**config.mk**
```make
export PLATFORM = sky130hd
export DESIGN_NAME = uio_bus_arbiter
export DESIGN_NICKNAME = d
export VERILOG_FILES = /design/src/rtl/uio_bus_arbiter.sv
export SDC_FILE = /design/constraint.sdc
export NUM_CORES = 1
export LEC_CHECK = 0
export ABC_AREA = 1
export BUFFER_PORTS_ARGS = -buffer_cell sky130_fd_sc_hd__buf_2
export CORE_ASPECT_RATIO = 0.7
export CORE_MARGIN = 2
export CORE_UTILIZATION = 39
export DETAILED_ROUTE_END_ITERATION = 8
export PLACE_DENSITY = 0.71
export RECOVER_POWER = 50
export SETUP_SLACK_MARGIN = 0.2
export SYNTH_ARGS = -nofsm -noshare
export SYNTH_HDL_FRONTEND = slang
export SYNTH_SLANG_ARGS = --single-unit
```
**constraint.sdc**
```tcl
create_clock -name clk -period 5.3 [get_ports clk]
set_clock_uncertainty 0.15 [all_clocks]
set_input_delay 1.06 -clock clk [delete_from_list [all_inputs] [get_ports clk]]
set_output_delay 1.06 -clock clk [all_outputs]
set_load 0.1 [all_outputs]
```
**src/rtl/uio_bus_arbiter.sv**
```systemverilog
// Round-robin owner arbitration for the shared uio pad bus, with a bounded hold time
// and an all-inputs turnaround between owners so two drivers never overlap on the pads.
module uio_bus_arbiter #(
  parameter int NREQ       = 4,
  parameter int MAX_HOLD   = 8,
  parameter int TURNAROUND = 1
) (
  input  logic              clk,
  input  logic              rst_n,
  input  logic              ena,
  input  logic [NREQ-1:0]   req,
  input  logic [NREQ-1:0]   done,
  input  logic [NREQ*8-1:0] dout,
  input  logic [NREQ*8-1:0] doe,
  output logic [NREQ-1:0]   gnt,
  output logic              busy,
  output logic              timeout,
  output logic [7:0]        uio_out,
  output logic [7:0]        uio_oe
);

  localparam int IDX_W = (NREQ > 1) ? $clog2(NREQ) : 1;

  typedef enum logic [1:0] {
    IDLE  = 2'd0,
    GRANT = 2'd1,
    TURN  = 2'd2
  } state_t;

  state_t            state_r, state_s;
  logic [NREQ-1:0]   gnt_r, gnt_s;
  logic              busy_r, busy_s;
  logic              timeout_r, timeout_s;
  logic [7:0]        hold_cnt_r, hold_cnt_s;
  logic [3:0]        turn_cnt_r, turn_cnt_s;
  logic [IDX_W-1:0]  last_r, last_s;
  logic [IDX_W-1:0]  win_s;
  logic [IDX_W-1:0]  idx_s;
  logic              found_s;
  logic              release_s;
  logic              at_max_s;
  logic [7:0]        uio_out_s, uio_oe_s;

  // Round-robin pick: first active request scanning upward from the one after the last owner.
  always_comb begin
    win_s   = '0;
    idx_s   = '0;
    found_s = 1'b0;
    for (int k = 1; k <= NREQ; k++) begin
      idx_s = IDX_W'((int'(last_r) + k) % NREQ);
      if (!found_s && req[idx_s]) begin
        found_s = 1'b1;
        win_s   = idx_s;
      end else begin
        found_s = found_s;
      end
    end
  end

  // Owner release conditions; last_r names the owner while in GRANT.
  always_comb begin
    at_max_s  = (hold_cnt_r == 8'(MAX_HOLD));
    release_s = done[last_r] | ~req[last_r] | ~ena | at_max_s;
  end

  // Next-state and next-output logic for the ownership FSM.
  always_comb begin
    state_s    = state_r;
    gnt_s      = gnt_r;
    busy_s     = busy_r;
    timeout_s  = 1'b0;
    hold_cnt_s = hold_cnt_r;
    turn_cnt_s = turn_cnt_r;
    last_s     = last_r;
    case (state_r)
      IDLE: begin
        if (ena && found_s) begin
          state_s    = GRANT;
          gnt_s      = {{(NREQ-1){1'b0}}, 1'b1} << win_s;
          last_s     = win_s;
          hold_cnt_s = 8'd1;
          busy_s     = 1'b1;
        end else begin
          gnt_s  = '0;
          busy_s = 1'b0;
        end
      end
      GRANT: begin
        if (release_s) begin
          state_s    = TURN;
          gnt_s      = '0;
          busy_s     = 1'b1;
          turn_cnt_s = 4'd1;
          // Only a pure hold-limit expiry counts as a timeout; voluntary release wins.
          timeout_s  = at_max_s & ~done[last_r] & req[last_r] & ena;
        end else begin
          hold_cnt_s = hold_cnt_r + 8'd1;
          busy_s     = 1'b1;
        end
      end
      TURN: begin
        gnt_s = '0;
        if (turn_cnt_r == 4'(TURNAROUND)) begin
          state_s = IDLE;
          busy_s  = 1'b0;
        end else begin
          turn_cnt_s = turn_cnt_r + 4'd1;
          busy_s     = 1'b1;
        end
      end
      default: begin
        state_s = IDLE;
        gnt_s   = '0;
        busy_s  = 1'b0;
      end
    endcase
  end

  // State and registered-output storage.
  always_ff @(posedge clk or negedge rst_n) begin
    if (!rst_n) begin
      state_r    <= IDLE;
      gnt_r      <= '0;
      busy_r     <= 1'b0;
      timeout_r  <= 1'b0;
      hold_cnt_r <= 8'd0;
      turn_cnt_r <= 4'd0;
      last_r     <= IDX_W'(NREQ - 1);
    end else begin
      state_r    <= state_s;
      gnt_r      <= gnt_s;
      busy_r     <= busy_s;
      timeout_r  <= timeout_s;
      hold_cnt_r <= hold_cnt_s;
      turn_cnt_r <= turn_cnt_s;
      last_r     <= last_s;
    end
  end

  // Pad mux driven straight from the registered grant, so reset frees the pads at once.
  always_comb begin
    uio_out_s = 8'h00;
    uio_oe_s  = 8'h00;
    for (int i = 0; i < NREQ; i++) begin
      uio_out_s = uio_out_s | (dout[8*i +: 8] & {8{gnt_r[i]}});
      uio_oe_s  = uio_oe_s  | (doe[8*i +: 8]  & {8{gnt_r[i]}});
    end
  end

  assign gnt     = gnt_r;
  assign busy    = busy_r;
  assign timeout = timeout_r;
  assign uio_out = uio_out_s;
  assign uio_oe  = uio_oe_s;

endmodule

```
==> results.json, run 1 <==
{
  "status": "finished clean",
  "rsz0062_at_grt": "false",
  "setup_ws_ns": 2.32,
  "synth_area_leader_cell": "dfrtp_1",
  "synthesis.nets": 373,
  "drt_iter0_drc": 103,
  "yosys_warnings": 0,
  "wl_mm": 5.00,
  "drv_cap": 0,
  "root_buffer": "clkbuf_8",
  "critPathLaunchType": "input pin",
  "cts_hold_buf": 0,
  "htreeDepth": 1,
  "slew_viol_final": 0,
  "synth_cell_type_count": 26,
  "dr.pass1.iters": 4,
  "wire_per_inst_um": 11.5,
  "cts-resized-gates": 0,
  "placed_area_um2": 2290,
  "rr_worst_depth": 12,
  "synthTopCellsByArea": "dfrtp_1 (27%), nand2_1 (26%), nand4_1 (6.5%)",
  "crit_path_start": "dout[19]",
  "hold_viol_final": 0,
  "die_y_um": 61.2,
  "setup-violations-final": 0,
  "grt_max_degree": 23,
  "min_period_ns": 2.98,
  "start_util_pct": 41.3,
  "hold_path_class": "flop to flop",
  "tightest_slew_ns": 1.17,
  "timing.rr.end": "hold_cnt_r[6]",
  "cts.sinks": 22,
  "die_w_um": 85.7,
  "hold_start": "hold_cnt_r[7]",
  "grt_pass1_vias": 1754,
  "worstSkewPairLatency_ns": 0.26,
  "cp.required_ns": 4.09,
  "post_cts.repair.setup_buffers": 0,
  "antenna_left": 0,
  "synth_common_cells": "nand2_1 (127), nor2_1 (31), nand3_1 (22)",
  "dp_slack_ns": 2.32,
  "critPathArrivalTime_ns": 1.77,
  "ff2ff_setup_slack_ns": 2.44,
  "clk_pin_slew_worst_paths_ns": 0.08,
  "synth.avg_cell_area_um2": 6.19,
  "cp_max_fo": 1,
  "synth_seq_cells": 22,
  "antennaDiodeCount": 0,
  "holdPathEnd": "hold_cnt_r[7]",
  "rr_startpoint": "last_r[0]",
  "core_um2": 4400,
  "viasPerCell": 4.89,
  "globalplace.congestion": 0.784,
  "maxSlewHeadroom_pct": 21.9,
  "cts_tree": "built",
  "path_class": "input pin to primary output",
  "utilization_pct": 52.8,
  "antenna_found_initial": 0,
  "cts_buffers": 3,
  "async_flop_share_pct": 100,
  "clockBufferDepth": 2,
  "drive_gt1_share_pct": 29.7,
  "drc": 0,
  "endpoint_kind": "primary output",
  "synth_most_common_cell": "nand2_1",
  "clock.fmax_mhz": 336,
  "syn-instance-count": 294,
  "num_vias": 2134,
  "nNetsFinal": 461,
  "die_area_um2": 5240,
  "fin_tns_setup_ns": 0,
  "placementRows": 20,
  "grt_usage_pct": 18.4,
  "synth_area_um2": 1820,
  "final_area_um2": 2330,
  "grt_pass1_wl_mm": 7.65,
  "area_growth_pct": 27.8,
  "port_buffers": 96,
  "grt_overflow_total": 0,
  "hold_depth": 2,
  "period_share_pct": 56.2,
  "synth_edf_count": 0,
  "pin_count": 97,
  "seq_area_frac_synth_pct": 30.4,
  "synth-main-ff-cell": "dfrtp_1",
  "netlist.area_leader.share_pct": 27.5,
  "dpl.hpwl_mm": 3.94
}
[registers in the layout (all words and copies together), names as in the netlist]
name	flops
last_r	2
gnt	4
turn_cnt_r	4
hold_cnt_r	8
state_r	2
busy	1
timeout	1
[worst max-delay path: stages]
cell and delay, ns:
buf_2 0.08, nand2_1 0.06, nand4_1 0.13, buf_2 0.43
[worst max-delay path by stage]
stage,to,slack [ns],cells after the start
after floorplan,uio_oe[0],1.75,4
after global placement,uio_out[3],2.31,4
after detailed placement,uio_out[3],2.32,4
after CTS,uio_out[3],2.32,4
after global routing,hold_cnt_r[1],2.18,12
final,uio_out[3],2.32,4
[area by class of cell]
cell class              instances  area [µm²]
fillers                       424        2080
flip-flops and latches         22         553
repair buffers                 96         477
inverters                      23        88.8
well taps                      55        68.8
clock buffers                   4        55.1
multi-input cells             236        1080
[layer usage]
layer / global-route usage (%) / share of wire (%) / vias up / wire, µm
met5: 0 / 0 / - / 0
met4: 5.22 / 0.80 / 0 / 40
met3: 4.69 / 8.7 / 5 / 433
met2: 32.0 / 47 / 87 / 2350
met1: 23.2 / 43 / 931 / 2170
li1: - / - / 1111 / -
[per-stage QoR]
stage / instances / hold slack [ns]
CTS: 436 / 0.377
detailed placement: 432 / 0.359
global route: 436 / 0.405
finish: 436 / 0.377
floorplan: 294 / 0.332
global placement: 432 / 0.349
[kinds of logic (layout without fill, tap and decap cells)]
logic type               count (synthesis)  after routing  synth area share, %
AO/OA/AOI/OAI                           13             13                 3.92
buffers and inverters                   36            123                 9.00
adder cells (fa/ha/maj)                  4              4                 2.75
AND/OR/NAND/NOR                        214            214                 51.5
flip-flops                              22             22                 30.4
XOR/XNOR                                 5              5                 2.41
[cells in the final DEF (no fill, tap or decap), types with 2 or more instances in the layout]
cell type and count:
inv_2 4, nor2_1 32, buf_2 93, inv_1 18
nand4_1 19, xor2_1 4, nor2_2 2, o21ai_1 3
clkbuf_1 3, a21oi_1 6, clkbuf_8 4, nand3_1 24
a31oi_1 2, dfrtp_1 20, nand2_2 5, ha_1 4
nand2_1 128
Power of run 1 is not shown: default switching activity piles up to over one toggle a cycle in this logic, so the estimate is an artifact.
==> inputs of run 2 (changes only) <==
Clock period 5.3 ns to 3 ns, I/O delays scaled along.
==> run 2 against run 1 <==
Effect of this change:
- clock-buffer cell count decreased by 1
- utilization increased by 0.80 points
- worst hold slack improved by 0.0074 ns
- routed wire length increased by 3.9%
- final cell count unchanged
==> results.json, run 2 (synthesized netlist as in run 1, its figures left out) <==
{
  "critPathBufInv": 1,
  "area_growth_pct": 29.7,
  "grt_usage_pct": 19.2,
  "final_area_um2": 2360,
  "tightest_slew_ns": 1.20,
  "grt_overflow_total": 0,
  "cts-resized-gates": 0,
  "hold_path_class": "flop to flop",
  "clockBufferDepth": 2,
  "drive_gt1_share_pct": 30.7,
  "viasPerCell": 5.01,
  "grt_max_degree": 23,
  "die_y_um": 61.2,
  "period_share_pct": 83.2,
  "cp_max_fo": 18,
  "maxSlewHeadroom_pct": 20.5,
  "timing.rr.end": "hold_cnt_r[1]",
  "critPathTopFamily": "buffers and inverters",
  "fin_cells": 436,
  "antenna_found_initial": 0,
  "start_util_pct": 41.3,
  "worstPathCellList": "clkbuf_1",
  "wire_per_inst_um": 11.9,
  "die_area_um2": 5240,
  "nNetsFinal": 461,
  "clk_pin_slew_worst_paths_ns": 0.08,
  "critPathArrivalTime_ns": 1.74,
  "top_layer": "met4",
  "rr_startpoint": "last_r[0]",
  "slew_viol_final": 0,
  "cp.depth": 1,
  "setup_ws_ns": 0.505,
  "num_vias": 2184,
  "hold_depth": 1,
  "dp_slack_ns": 0.797,
  "drt_iter0_drc": 147,
  "largest_reg_flops": 8,
  "antenna_left": 0,
  "grt_pass1_wl_mm": 8.10,
  "core_um2": 4400,
  "placed_area_um2": 2300,
  "wl_met3_um": 387,
  "worstSkewPairLatency_ns": 0.27,
  "globalplace.congestion": 0.836,
  "met1_length_mm": 2.25,
  "min_period_ns": 2.49,
  "status": "finished clean",
  "met2_length_mm": 2.53,
  "root_buffer": "clkbuf_8",
  "fin_tns_setup_ns": 0,
  "port_buffers": 96,
  "clock.fmax_mhz": 401,
  "antennaDiodeCount": 0,
  "multi_input_area_um2": 1100,
  "regArea_um2": 563,
  "rr_worst_depth": 11,
  "drc": 0,
  "setup-violations-final": 0,
  "die_w_um": 85.7,
  "post_cts.repair.setup_buffers": 0,
  "cts.sinks": 22,
  "placementRows": 20,
  "wl_mm": 5.19,
  "hold_start": "turn_cnt_r[0]",
  "cts_buffers": 3,
  "grt_pass1_vias": 1885,
  "fillers": 471,
  "dpl.hpwl_mm": 4.08,
  "crit_path_top_delay_cell": "clkbuf_1",
  "dr.pass1.iters": 4,
  "drv_cap": 0,
  "layout_common_cells": "nand2_1 (128), buf_2 (90), nor2_1 (31)",
  "rsz0062_at_grt": "false",
  "htreeDepth": 1,
  "path_class": "flop to primary output",
  "cp.required_ns": 2.25,
  "hold_viol_final": 0,
  "final_common_cell": "nand2_1",
  "critPathLaunchType": "flop",
  "cts_hold_buf": 0,
  "crit_path_start": "gnt[2]",
  "dp.cells": 432,
  "endpoint_kind": "primary output",
  "holdPathEnd": "turn_cnt_r[0]",
  "worst_path_largest_cell_delay_ns": 0.90,
  "pin_count": 97,
  "ff2ff_setup_slack_ns": 0.57,
  "cts_tree": "built",
  "top_register": "hold_cnt_r"
}
-- run 2: how the worst max path moves through the flow --
stage,endpoint,slack (ns)
6_report,gnt[2],0.51
5_1_grt,hold_cnt_r[6],0.32
4_1_cts,uio_out[7],0.75
3_5_place_dp,hold_cnt_r[1],0.80
3_3_place_gp,hold_cnt_r[1],0.88
2_1_floorplan,uio_oe[0],0.24
-- run 2: per-stage QoR --
step | utilization, % | hold slack (ns)
after floorplan | - | 0.154
after global placement | 52.3 | 0.359
after detailed placement | 52.3 | 0.363
after CTS | 53.9 | 0.146
after global routing | 53.6 | 0.432
final | 53.6 | 0.384
-- run 2: layer usage --
layer | vias up | GRT usage, %
met5 | - | 0
met4 | 0 | 4.54
met3 | 4 | 4.16
met2 | 73 | 34.9
met1 | 998 | 23.9
li1 | 1109 | -
-- run 2: cell type report --
type / count / share of cell area, %
Clock buffer: 3 / 1.75
Clock inverter: 1 / 1.27
Inverter: 23 / 3.76
Multi-Input combinational cell: 236 / 46.4
Sequential cell: 22 / 23.8
Tap cell: 55 / 2.91
Timing Repair Buffer: 96 / 20.0
-- run 2: worst register-to-register path, delay by kind of cell, from the launching register on --
| family | cells | cell delay [ns] |
|---|---|---|
| buffers and inverters | 3 | 0.35 |
| and+or+nand+nor | 8 | 1.05 |
| DFF | 1 | 0.78 |
Power of run 2 is left out for the same reason.
==> inputs of run 3 (changes only) <==
Settings changed: PLACE_DENSITY 0.71 to 0.74.
Clock period 3 ns to 2.2 ns, I/O delays scaled along.
==> run 3 against run 2 <==
Effect of this change:
- critical endpoint is now hold_cnt_r[1]
- final cell count grew 2.5%
- sequential share of layout area is 1.6 points lower
- cell area is 8.2% higher
- utilization up 4.4 points
==> results.json, run 3 (synthesized netlist as in run 1, its figures left out) <==
{
  "status": "finished clean",
  "cts_buffers": 3,
  "grt_max_degree": 23,
  "fillers": 420,
  "drt_iter0_drc": 109,
  "dp_slack_ns": 0.155,
  "drv_cap": 0,
  "clk_pin_slew_worst_paths_ns": 0.08,
  "slew_viol_final": 0,
  "multi_input_area_um2": 1160,
  "hold_viol_final": 0,
  "largest_reg_flops": 8,
  "fin_cells": 447,
  "antenna_left": 0,
  "rsz0062_at_grt": "true",
  "htreeDepth": 1,
  "globalplace.congestion": 0.855,
  "layout_common_cells": "nand2_1 (120), buf_2 (76), nor2_1 (27)",
  "nNetsFinal": 472,
  "cp-endpoint": "hold_cnt_r[1]",
  "grt_overflow_total": 0,
  "top_register": "hold_cnt_r",
  "final_common_cell": "nand2_1",
  "timing.rr.end": "hold_cnt_r[1]",
  "root_buffer": "clkbuf_8",
  "port_buffers": 96,
  "die_y_um": 61.2,
  "setup_ws_ns": 0.210,
  "cp.required_ns": 2.21,
  "placementRows": 20,
  "regArea_um2": 568,
  "period_share_pct": 90.5,
  "critPathLaunchType": "flop",
  "rr_worst_depth": 10,
  "clockBufferDepth": 2,
  "cts_tree": "built",
  "cp_max_fo": 7,
  "grt_pass1_vias": 1910,
  "start_util_pct": 41.3,
  "cts.sinks": 22,
  "drive_gt1_share_pct": 37.2,
  "die_w_um": 85.7,
  "path_class": "flop to flop",
  "critPathArrivalTime_ns": 2.00,
  "hold_path_class": "flop to flop",
  "clock.fmax_mhz": 502,
  "worstSkewPairLatency_ns": 0.26,
  "ff2ff_setup_slack_ns": 0.21,
  "antennaDiodeCount": 0,
  "tightest_slew_ns": 0.544,
  "antenna_found_initial": 0,
  "drc": 0,
  "endpoint_kind": "flop",
  "setup-violations-final": 0,
  "pin_count": 97,
  "grt_pass1_wl_mm": 8.15,
  "die_area_um2": 5240,
  "area_growth_pct": 40.3,
  "num_vias": 2204,
  "grt_usage_pct": 19.4,
  "min_period_ns": 1.99,
  "rr_startpoint": "last_r[1]",
  "crit_path_start": "last_r[1]",
  "dpl.hpwl_mm": 4.03,
  "dp.cells": 435,
  "viasPerCell": 4.93,
  "maxSlewHeadroom_pct": 63.9,
  "dr.pass1.iters": 4,
  "core_um2": 4400,
  "wire_per_inst_um": 12.3,
  "wl_mm": 5.48
}
==> run 3: how the worst min path moves through the flow <==
stage	from	end	slack [ns]	cells past startpoint
floorplan	rst_n	busy	-0.006	0
global route	ena	last_r[1]	0.39	3
CTS	hold_cnt_r[7]	hold_cnt_r[7]	0.38	2
finish	hold_cnt_r[7]	hold_cnt_r[7]	0.38	2
detailed placement	rst_n	hold_cnt_r[1]	0.28	1
global placement	rst_n	hold_cnt_r[1]	0.28	1
==> run 3: timing repair <==
| action | in CTS | in global routing |
|---|---|---|
| hold endpoints to repair | 14 | 0 |
| hold buffers | 1 | 0 |
| buffers inserted | 2 | 5 |
| resized for setup | 14 | 22 |
| pin swaps | 0 | 11 |
| endpoints found under the setup margin | 25 | 19 |
==> run 3: stage by stage <==
| stage | setup TNS, ns | util, % | cell area (µm²) | hold WS [ns] |
|---|---|---|---|---|
| floorplan | -4.71 | - | 1920 | -0.00559 |
| global placement | 0 | 53.0 | 2330 | 0.281 |
| detailed placement | 0 | 53.0 | 2330 | 0.284 |
| CTS | 0 | 55.5 | 2440 | 0.382 |
| global route | 0 | 58.0 | 2550 | 0.393 |
| finish | 0 | 58.0 | 2550 | 0.379 |
==> run 3: routing by layer <==
metal	track usage (%)	routed length, µm	vias to the layer above
met5	0	0	-
met4	2.95	29	0
met3	4.83	452	4
met2	35.2	2670	76
met1	24.4	2330	989
li1	-	-	1135
==> run 3: cell type report <==
cell class,instances,area share [%]
Multi-Input combinational cell,236,45.5
Timing Repair Buffer,107,24.2
Sequential cell,22,22.2
Clock buffer,4,1.76
Tap cell,55,2.69
Inverter,23,3.67
==> run 3: critical path, stage by stage, from the launching register on <==
cell and delay, ns:
dfstp_1 0.63, buf_4 0.20, nand3_2 0.12, nand2_2 0.12, nand3_2 0.12, nor2_4 0.19, inv_2 0.08, nand2_4 0.11
inv_2 0.06, nand2_1 0.05, nand2_1 0.05
Power of run 3 is left out for the same reason.
